File: src/rtl/motor_nn_pkg.sv
// Shared fixed-point and FSM definitions for the motor MPC network layers.
// ap_fixed<16,7>: 16-bit two's complement with 9 fractional bits.
package motor_nn_pkg;

  localparam int FIXED_W = 16;
  localparam int FIXED_I = 7;
  localparam int FRAC    = FIXED_W - FIXED_I;

  localparam logic [1:0] ST_IDLE_ENC = 2'd0;
  localparam logic [1:0] ST_MAC_ENC  = 2'd1;
  localparam logic [1:0] ST_DONE_ENC = 2'd2;

  typedef enum logic [1:0] {
    IDLE = ST_IDLE_ENC,
    MAC  = ST_MAC_ENC,
    DONE = ST_DONE_ENC
  } state_t;

  // Full-precision product width plus growth for n_in products and the bias.
  function automatic int acc_width(input int n_in);
    return 2 * FIXED_W + $clog2(n_in + 1);
  endfunction

endpackage

File: src/rtl/motor_mac_ap_fixed_16_7.sv
// Signed 16x16 multiply-accumulate with bias load; exposes the truncated next sum.
// One-cycle accumulate per enabled edge; no backpressure, driven by the layer FSM.
module motor_mac_ap_fixed_16_7
  import motor_nn_pkg::*;
#(
  parameter int ACC_W = 34
) (
  input  logic                      clk,
  input  logic                      rst,
  input  logic                      load,
  input  logic                      en,
  input  logic signed [FIXED_W-1:0] bias,
  input  logic signed [FIXED_W-1:0] a,
  input  logic signed [FIXED_W-1:0] b,
  output logic        [FIXED_W-1:0] res_nxt
);

  logic signed [2*FIXED_W-1:0] prod;
  logic signed [ACC_W-1:0]     acc;
  logic signed [ACC_W-1:0]     acc_nxt;

  assign prod    = a * b;
  assign acc_nxt = acc + ACC_W'(prod);
  // Drop 9 fractional bits (floor) and wrap to 16 bits.
  assign res_nxt = acc_nxt[FRAC +: FIXED_W];

  always_ff @(posedge clk) begin
    if (rst) begin
      acc <= '0;
    end else if (load) begin
      acc <= ACC_W'(bias) <<< FRAC;
    end else if (en) begin
      acc <= acc_nxt;
    end
  end

endmodule

File: src/rtl/motor_dense_seq_ap_fixed_16_7_config6.sv
// Two-lane sequential dense layer, one MAC per lane over N_IN inputs; done N_IN edges after start.
// ap_start is only sampled in IDLE; results hold until the next completion or reset.
module motor_dense_seq_ap_fixed_16_7_config6
  import motor_nn_pkg::*;
#(
  parameter int                            N_IN   = 4,
  parameter logic [2*FIXED_W*N_IN-1:0]     W_FLAT = '0,
  parameter logic [2*FIXED_W-1:0]          B_FLAT = '0
) (
  input  logic                      ap_clk,
  input  logic                      ap_rst,
  input  logic                      ap_start,
  output logic                      ap_done,
  output logic                      ap_idle,
  output logic                      ap_ready,
  input  logic [FIXED_W*N_IN-1:0]   data_in,
  output logic [FIXED_W-1:0]        ap_return_0,
  output logic [FIXED_W-1:0]        ap_return_1
);

  localparam int ACC_W = acc_width(N_IN);
  localparam int KW    = (N_IN > 1) ? $clog2(N_IN) : 1;

  state_t                     state, state_nxt;
  logic   [KW-1:0]            k;
  logic   [FIXED_W*N_IN-1:0]  x_reg;
  logic                       load, en, last;
  logic   [FIXED_W-1:0]       x_k, w0_k, w1_k;
  logic   [FIXED_W-1:0]       res0_nxt, res1_nxt;

  assign x_k  = x_reg[FIXED_W*k +: FIXED_W];
  assign w0_k = W_FLAT[FIXED_W*k +: FIXED_W];
  assign w1_k = W_FLAT[FIXED_W*(N_IN + k) +: FIXED_W];
  assign last = (k == KW'(N_IN - 1));

  always_ff @(posedge ap_clk) begin
    if (ap_rst) state <= IDLE;
    else        state <= state_nxt;
  end

  always_comb begin
    state_nxt = state;
    load      = 1'b0;
    en        = 1'b0;
    ap_idle   = 1'b0;
    ap_done   = 1'b0;
    ap_ready  = 1'b0;
    case (state)
      IDLE: begin
        ap_idle = 1'b1;
        if (ap_start) begin
          load      = 1'b1;
          state_nxt = MAC;
        end
      end
      MAC: begin
        en = 1'b1;
        if (last) state_nxt = DONE;
      end
      DONE: begin
        ap_done   = 1'b1;
        ap_ready  = 1'b1;
        state_nxt = IDLE;
      end
      default: state_nxt = IDLE;
    endcase
  end

  // Results latch from the final accumulate so they are valid while ap_done is high.
  always_ff @(posedge ap_clk) begin
    if (ap_rst) begin
      k           <= '0;
      x_reg       <= '0;
      ap_return_0 <= '0;
      ap_return_1 <= '0;
    end else if (load) begin
      x_reg <= data_in;
      k     <= '0;
    end else if (en) begin
      k <= k + KW'(1);
      if (last) begin
        ap_return_0 <= res0_nxt;
        ap_return_1 <= res1_nxt;
      end
    end
  end

  motor_mac_ap_fixed_16_7 #(.ACC_W(ACC_W)) u_mac0 (
    .clk     (ap_clk),
    .rst     (ap_rst),
    .load    (load),
    .en      (en),
    .bias    (B_FLAT[0 +: FIXED_W]),
    .a       (x_k),
    .b       (w0_k),
    .res_nxt (res0_nxt)
  );

  motor_mac_ap_fixed_16_7 #(.ACC_W(ACC_W)) u_mac1 (
    .clk     (ap_clk),
    .rst     (ap_rst),
    .load    (load),
    .en      (en),
    .bias    (B_FLAT[FIXED_W +: FIXED_W]),
    .a       (x_k),
    .b       (w1_k),
    .res_nxt (res1_nxt)
  );

endmodule
File: config.mk
export PLATFORM = sky130hd
export DESIGN_NAME = motor_dense_seq_ap_fixed_16_7_config6
export DESIGN_NICKNAME = d
export VERILOG_FILES = /design/src/rtl/motor_nn_pkg.sv /design/src/rtl/motor_mac_ap_fixed_16_7.sv /design/src/rtl/motor_dense_seq_ap_fixed_16_7_config6.sv
export SDC_FILE = /design/constraint.sdc
export NUM_CORES = 1
export LEC_CHECK = 0
export BUFFER_PORTS_ARGS = -buffer_cell sky130_fd_sc_hd__clkbuf_2
export CAP_MARGIN = 15
export CORE_AREA = 2 2 50 52
export DETAILED_ROUTE_END_ITERATION = 16
export DIE_AREA = 0 0 52 54
export PLACE_DENSITY = 0.8
export SYNTH_ARGS = -nofsm -noshare
export SYNTH_HDL_FRONTEND = slang
export SYNTH_SLANG_ARGS = --single-unit
File: constraint.sdc
create_clock -name ap_clk -period 0.9 [get_ports ap_clk]
set_input_delay 0.045 -clock ap_clk [delete_from_list [all_inputs] [get_ports ap_clk]]
set_output_delay 0.045 -clock ap_clk [all_outputs]
set_load 0.005 [all_outputs]
==> key figures, run 1 <==
Status
  • Outcome: finished, violations left
  • Failing checks: negative setup slack

Global route
  • Pin count of the biggest net entering global routing: 6
  • Vias in the first global route: 195
  • Initial antenna violation count: 0
  • Total gr overflow: 0
  • Total track usage: 4.66%
  • Global-route wire length before repair: 793 um

STA
  • Setup WS post-layout: -0.109 ns
  • Clock skew: 0.00322 ns
  • Fmax achieved: 0.991 GHz
  • Period utilization: 112%
  • Final Hold Fails: 0
  • Period minus WS final: 1.01 ns
  • RSZ-0062 raised after global routing: true
  • Max Slew Vio Count: 0
  • Endpoints failing setup: 4

CTS
  • Root Driver: clkbuf_4
  • Clock Latency Late Sink: 0.24 ns
  • CTS tree: done
  • Max clock buf depth: 2
  • Number of clock sinks: 4
  • Num CTS Buffers: 3
  • Register clock-pin slew on the reported worst setup and hold paths: 0.04 ns
  • H-tree Lvls: 1

Floorplan
  • Core area: 2320 um^2
  • Die Y: 54 um
  • Horiz. Die Dim: 52 um
  • Top-Level Pins: 102
  • Num rows: 18
  • Die area: 2810 um^2
  • Starting density of the core: 18.6%

Place
  • HPWL Detailed: 436 um
  • Pre-CTS WS: -0.0339 ns
  • Placed inst area: 394 um^2
  • RD Place Congestion: 0.672
  • Port Buffers: 5

Detailed routing
  • Initial DRC count: 0
  • DRC errors left: 0
  • Post-DR wirelength/cell: 6.91 um
  • Vias: 260
  • DRT Pass-1 Iters: 1
  • Total Routed Length: 636 um
  • Drt via density: 2.83
  • Antenna viol nets, final: 0

Synthesis
  • Synth Area in XOR/XNOR: 0%
  • Register bit count reported by yosys: 4
  • Post-synthesis sequential area ratio: 18.6%
  • Multiplexer share of the synthesized area: 0%
  • Syn Inst Count: 51
  • Synthesized area: 430 um^2
  • Largest family of logic cells by synthesized area: buffers and inverters
  • Adder-Cell Fraction of Synth Area: 2.91%
  • Synth Area in Compound Gates: 5.81%
  • Cell variety after synth: 14
  • Avg Cell Area, Syn: 8.44 um^2
  • Synth Area in Simple Gates: 14.2%
  • YS warnings: 0

Power
  • Leakage: 0.237 nW
  • Pwr/cell area: 1130 nW/um^2
  • Combinational power share: 18.2%
  • Reg power frac: 37.8%
  • VDD IR max: 0.275 mV
  • Total power: 0.521 mW
  • Net Switching: 0.143 mW
  • Sw Ratio: 27.5%
  • Pint: 0.378 mW
  • Clk pwr share: 43.9%

Cells and area
  • Nets: 132
  • Fill count: 271
  • Reg area: 83.8 um^2
  • Finished Cell Area: 462 um^2
  • ANT cells: 0
  • Area Growth Syn to Fin: 7.27%
  • Area occupied by multi-input gates: 248 um^2
  • Layout cells sized above 1: 32.3%

Worst setup path
  • Crit-path max FO: 3
  • Crit path capture type: output pin
  • R2R Setup Slk: -0.06 ns
  • Worst setup path class: register to output pin
  • CP startpoint kind: register
  • CP Data Required Time: 0.85 ns
  • Crit path DAT: 0.96 ns

Job
  • Max Cap Viol: 0

Min path
  • Worst min-delay path category: input port to register
kinds of logic (layout without fill, tap and decap cells):
logic type / count (synthesis) / in the layout
buffers and inverters: 33 / 13
AND/OR/NAND/NOR: 8 / 8
AO/OA/AOI/OAI: 4 / 4
flip-flops: 4 / 4
adder cells (fa/ha/maj): 1 / 1
other: 1 / 32
power groups by stage:
| stage | clock network (mW) | logic, mW | registers (mW) |
|---|---|---|---|
| 2_1_floorplan | 0 | 0.150 | 0.196 |
| 4_1_cts | 0.239 | 0.0864 | 0.195 |
| 5_1_grt | 0.241 | 0.111 | 0.198 |
| 3_3_place_gp | 0 | 0.0744 | 0.196 |
| 6_report | 0.229 | 0.0948 | 0.197 |
| 3_5_place_dp | 0 | 0.0756 | 0.197 |
cell type report:
type / count / share of cell area (%)
Multi-Input combinational cell: 45 / 53.7
Sequential cell: 4 / 18.2
Timing Repair Buffer: 10 / 15.2
Tap cell: 30 / 8.13
Clock buffer: 3 / 4.88
metrics by stage:
step	cells	utilization (%)	hold slack (ns)	TNS, ns
floorplan	82	-	0.115	-0.0286
CTS	92	18.9	0.0894	-0.322
global route	92	19.9	0.119	-0.480
global placement	88	17.0	0.341	-0.0324
detailed placement	88	17.0	0.345	-0.0364
finish	92	19.9	0.0935	-0.291
placed cells by master, fill, tap and decap left out:
master     count
clkbuf_2       4
nand4bb_1      1
nor2_1         1
and2b_1        1
buf_2          1
ha_4           1
and2_1         1
nor4bb_2       1
buf_4          3
o21ai_1        2
or4b_1         1
buf_6          2
clkbuf_4       3
dfxtp_1        1
dfxtp_2        3
conb_1        32
nand2b_1       2
a21oi_2        1
o21ba_4        1
path summary, 6_finish.rpt:
kind | cells past startpoint | endpoint | startpoint
max | 3 | ap_done | state[0]$_SDFFE_PP0P_
min | 3 | k[0]$_SDFFE_PP0N_ | ap_rst
max reg2reg | 2 | k[0]$_SDFFE_PP0N_ | state[1]$_SDFFE_PP0P_
min reg2reg | 2 | k[0]$_SDFFE_PP0N_ | k[0]$_SDFFE_PP0N_
flip-flops by register name, indices dropped and copies added, names as in the netlist:
signal and flops:
state 2, k 2
Yosys cell counts:
master      n  area [um^2]
nor2_1      1         3.75
ha_1        1         12.5
a21oi_1     1         5.00
and2b_1     1         7.51
nor4bb_1    1         10.0
nand2b_1    2         12.5
or4b_1      1         10.0
dfxtp_1     4         80.1
buf_4      33          248
conb_1      1         3.75
o21ba_2     1         10.0
and2_1      1         6.26
nand4bb_1   1         11.3
o21ai_0     2         10.0
routing by layer:
metal | routed length (um) | vias to the layer above | global-route usage, %
li1 | - | 121 | -
met1 | 205 | 112 | 3.62
met2 | 318 | 23 | 6.54
met3 | 88 | 4 | 2.50
met4 | 23 | 0 | 7.89
met5 | 0 | - | 0
what timing repair did:
action | in CTS | in global routing
resized for setup | 5 | 4
hold buffers | 0 | 0
pin swaps | 2 | 1
buffers inserted | 1 | 0
endpoints found under the setup margin | 5 | 7
worst max-delay path, cell delays in order (launching register included):
cell	delay, ns
dfxtp_2	0.32
buf_6	0.11
and2b_1	0.19
clkbuf_2	0.11
Note: power is estimated with default switching activity, not from simulation.
==> run 2: changes to the inputs <==
BUFFER_PORTS_ARGS = -buffer_cell sky130_fd_sc_hd__buf_2   (was -buffer_cell sky130_fd_sc_hd__clkbuf_2)
==> key figures, run 2 (synthesis gave the netlist of run 1 again) <==
Status
  • Outcome: finished, violations left
  • Failing checks: negative setup slack

STA
  • RSZ-0062 raised after global routing: true
  • Final Hold Fails: 0
  • Setup TNS: -0.322 ns
  • Period utilization: 112%
  • Setup WS post-layout: -0.110 ns
  • Endpoints failing setup: 5
  • Clock skew: 0.00122 ns
  • Max Slew Vio Count: 0
  • Period minus WS final: 1.01 ns
  • Fmax achieved: 0.990 GHz

Job
  • Max Cap Viol: 0

CTS
  • Root Driver: clkbuf_4
  • Max clock buf depth: 2
  • Register clock-pin slew on the reported worst setup and hold paths: 0.04 ns
  • CTS tree: done
  • Num CTS Buffers: 3
  • H-tree Lvls: 1
  • Cts hold-fix bufs: 0
  • Number of clock sinks: 4
  • Clock Latency Late Sink: 0.24 ns

Cells and area
  • Area Growth Syn to Fin: 8.43%
  • ANT cells: 0
  • Fill count: 265
  • Most common cell after layout, fill and taps aside: conb_1
  • Reg area: 83.8 um^2
  • Top flop regs: k: 2 flops, state: 2 flops
  • Area occupied by multi-input gates: 256 um^2
  • Nets: 132
  • Commonest non-fill, non-tap cells in the layout: conb_1 (32), buf_2 (5), buf_4 (4)
  • Layout cells sized above 1: 32.3%

Worst setup path
  • Crit path DAT: 0.97 ns
  • RR Startpoint: state[1]$_SDFFE_PP0P_
  • Crit-path max FO: 5
  • Slowest cell on crit path: dfxtp_2
  • CP startpoint kind: register
  • CP Data Required Time: 0.85 ns
  • Length in cells of the worst reg-to-reg path: 2
  • R2R Setup Slk: -0.06 ns
  • Reg2reg end: k[0]$_SDFFE_PP0N_
  • Worst setup path class: register to output pin
  • Cell family with most CP delay: flip-flops
  • Cell Chain, Critical Path: buf_4 -> and2b_1 -> buf_2
  • CP bufs+invs: 2
  • Crit-path max cell delay: 0.31 ns
  • Crit path capture type: output pin

Power
  • Leakage: 0.238 nW
  • Clk pwr share: 44.1%
  • Sw Ratio: 27.3%
  • Reg power frac: 37.7%
  • Total power: 0.522 mW
  • Pwr/cell area: 1120 nW/um^2
  • Net Switching: 0.143 mW
  • VDD IR max: 0.424 mV
  • Pint: 0.379 mW
  • Combinational power share: 18.3%

Floorplan
  • Horiz. Die Dim: 52 um
  • Die area: 2810 um^2
  • Core area: 2320 um^2
  • Starting density of the core: 18.6%
  • Num rows: 18
  • Die Y: 54 um
  • Top-Level Pins: 102

Detailed routing
  • Antenna viol nets, final: 0
  • DRT Pass-1 Iters: 2
  • Drt via density: 2.78
  • Post-DR wirelength/cell: 6.09 um
  • Total Routed Length: 560 um
  • DRC errors left: 0
  • Initial DRC count: 4
  • Vias: 256

Place
  • Port Buffers: 5
  • HPWL Detailed: 420 um
  • RD Place Congestion: 0.674

Min path
  • Min-Delay Endpoint: k[0]$_SDFFE_PP0N_
  • Hold Crit Depth: 3
  • Hold path start: ap_rst
  • Worst min-delay path category: input port to register

Global route
  • Total gr overflow: 0
  • Global-route wire length before repair: 731 um
  • Vias in the first global route: 178
  • Initial antenna violation count: 0
  • Total track usage: 4.31%
  • Pin count of the biggest net entering global routing: 6
==> run 2: changes by cell type in the layout (fill, tap and decap cells not counted) <==
cell,change
buf_4,+1
nor4bb_4,+1
clkbuf_2,-4
buf_2,+4
nor4bb_2,-1
buf_6,-1
==> run 2: area by class of cell <==
| cell class | count | share of cell area [%] |
|---|---|---|
| clock buffer | 3 | 4.83 |
| sequential | 4 | 18.0 |
| timing repair buffer | 10 | 14.2 |
| multi-input combinational | 45 | 55.0 |
| tap | 30 | 8.04 |
==> run 2: timing repair <==
item	4_1_cts	5_1_grt
pin swaps	1	4
cloned	0	0
endpoints found under the setup margin	4	7
gates resized for setup	3	5
buffers inserted	1	0
==> run 2: worst reg2reg max path, delay by kind of cell, from the launching register on <==
kind / cells / cell delay (ns)
flip-flops: 1 / 0.31
AO/OA/AOI/OAI: 1 / 0.09
AND/OR/NAND/NOR: 1 / 0.49
==> run 2: per-stage QoR <==
stage               cells  utilization (%)  area (um^2)  hold WS [ns]  setup slack, ns
floorplan              82                -          549         0.115          -0.0286
global placement       88             17.0          394         0.338          -0.0349
detailed placement     88             17.0          394         0.346          -0.0396
CTS                    92             18.7          434        0.0999           -0.115
global route           92             20.1          467         0.113           -0.149
finish                 92             20.1          467        0.0948           -0.110
==> run 2: layer usage <==
| layer | global-route usage [%] | routed length, um | vias to the layer above | part of all wire (%) |
|---|---|---|---|---|
| li1 | - | - | 121 | - |
| met1 | 3.95 | 205 | 108 | 37 |
| met2 | 5.49 | 250 | 23 | 45 |
| met3 | 2.50 | 80 | 4 | 14 |
| met4 | 6.58 | 24 | 0 | 4.3 |
| met5 | 0 | 0 | - | 0 |
==> run 2: power by group through the flow <==
stage          Sequential, mW  Clock [mW]  Combinational (mW)
2_1_floorplan           0.196           0               0.150
3_3_place_gp            0.196           0              0.0739
3_5_place_dp            0.197           0              0.0753
4_1_cts                 0.194       0.239              0.0860
5_1_grt                 0.197       0.252               0.113
6_report                0.197       0.230              0.0953
==> run 2: worst max-delay path by stage <==
stage                                    to  depth (start not counted)                  start  slack (ns)
after floorplan           k[0]$_SDFFE_PP0N_                          2  state[1]$_SDFFE_PP0P_       -0.03
after global placement    k[0]$_SDFFE_PP0N_                          2  state[1]$_SDFFE_PP0P_       -0.03
after detailed placement  k[0]$_SDFFE_PP0N_                          2  state[1]$_SDFFE_PP0P_       -0.04
after CTS                           ap_done                          3  state[0]$_SDFFE_PP0P_       -0.11
after global routing               ap_ready                          3  state[0]$_SDFFE_PP0P_       -0.15
final                               ap_done                          3  state[1]$_SDFFE_PP0P_       -0.11
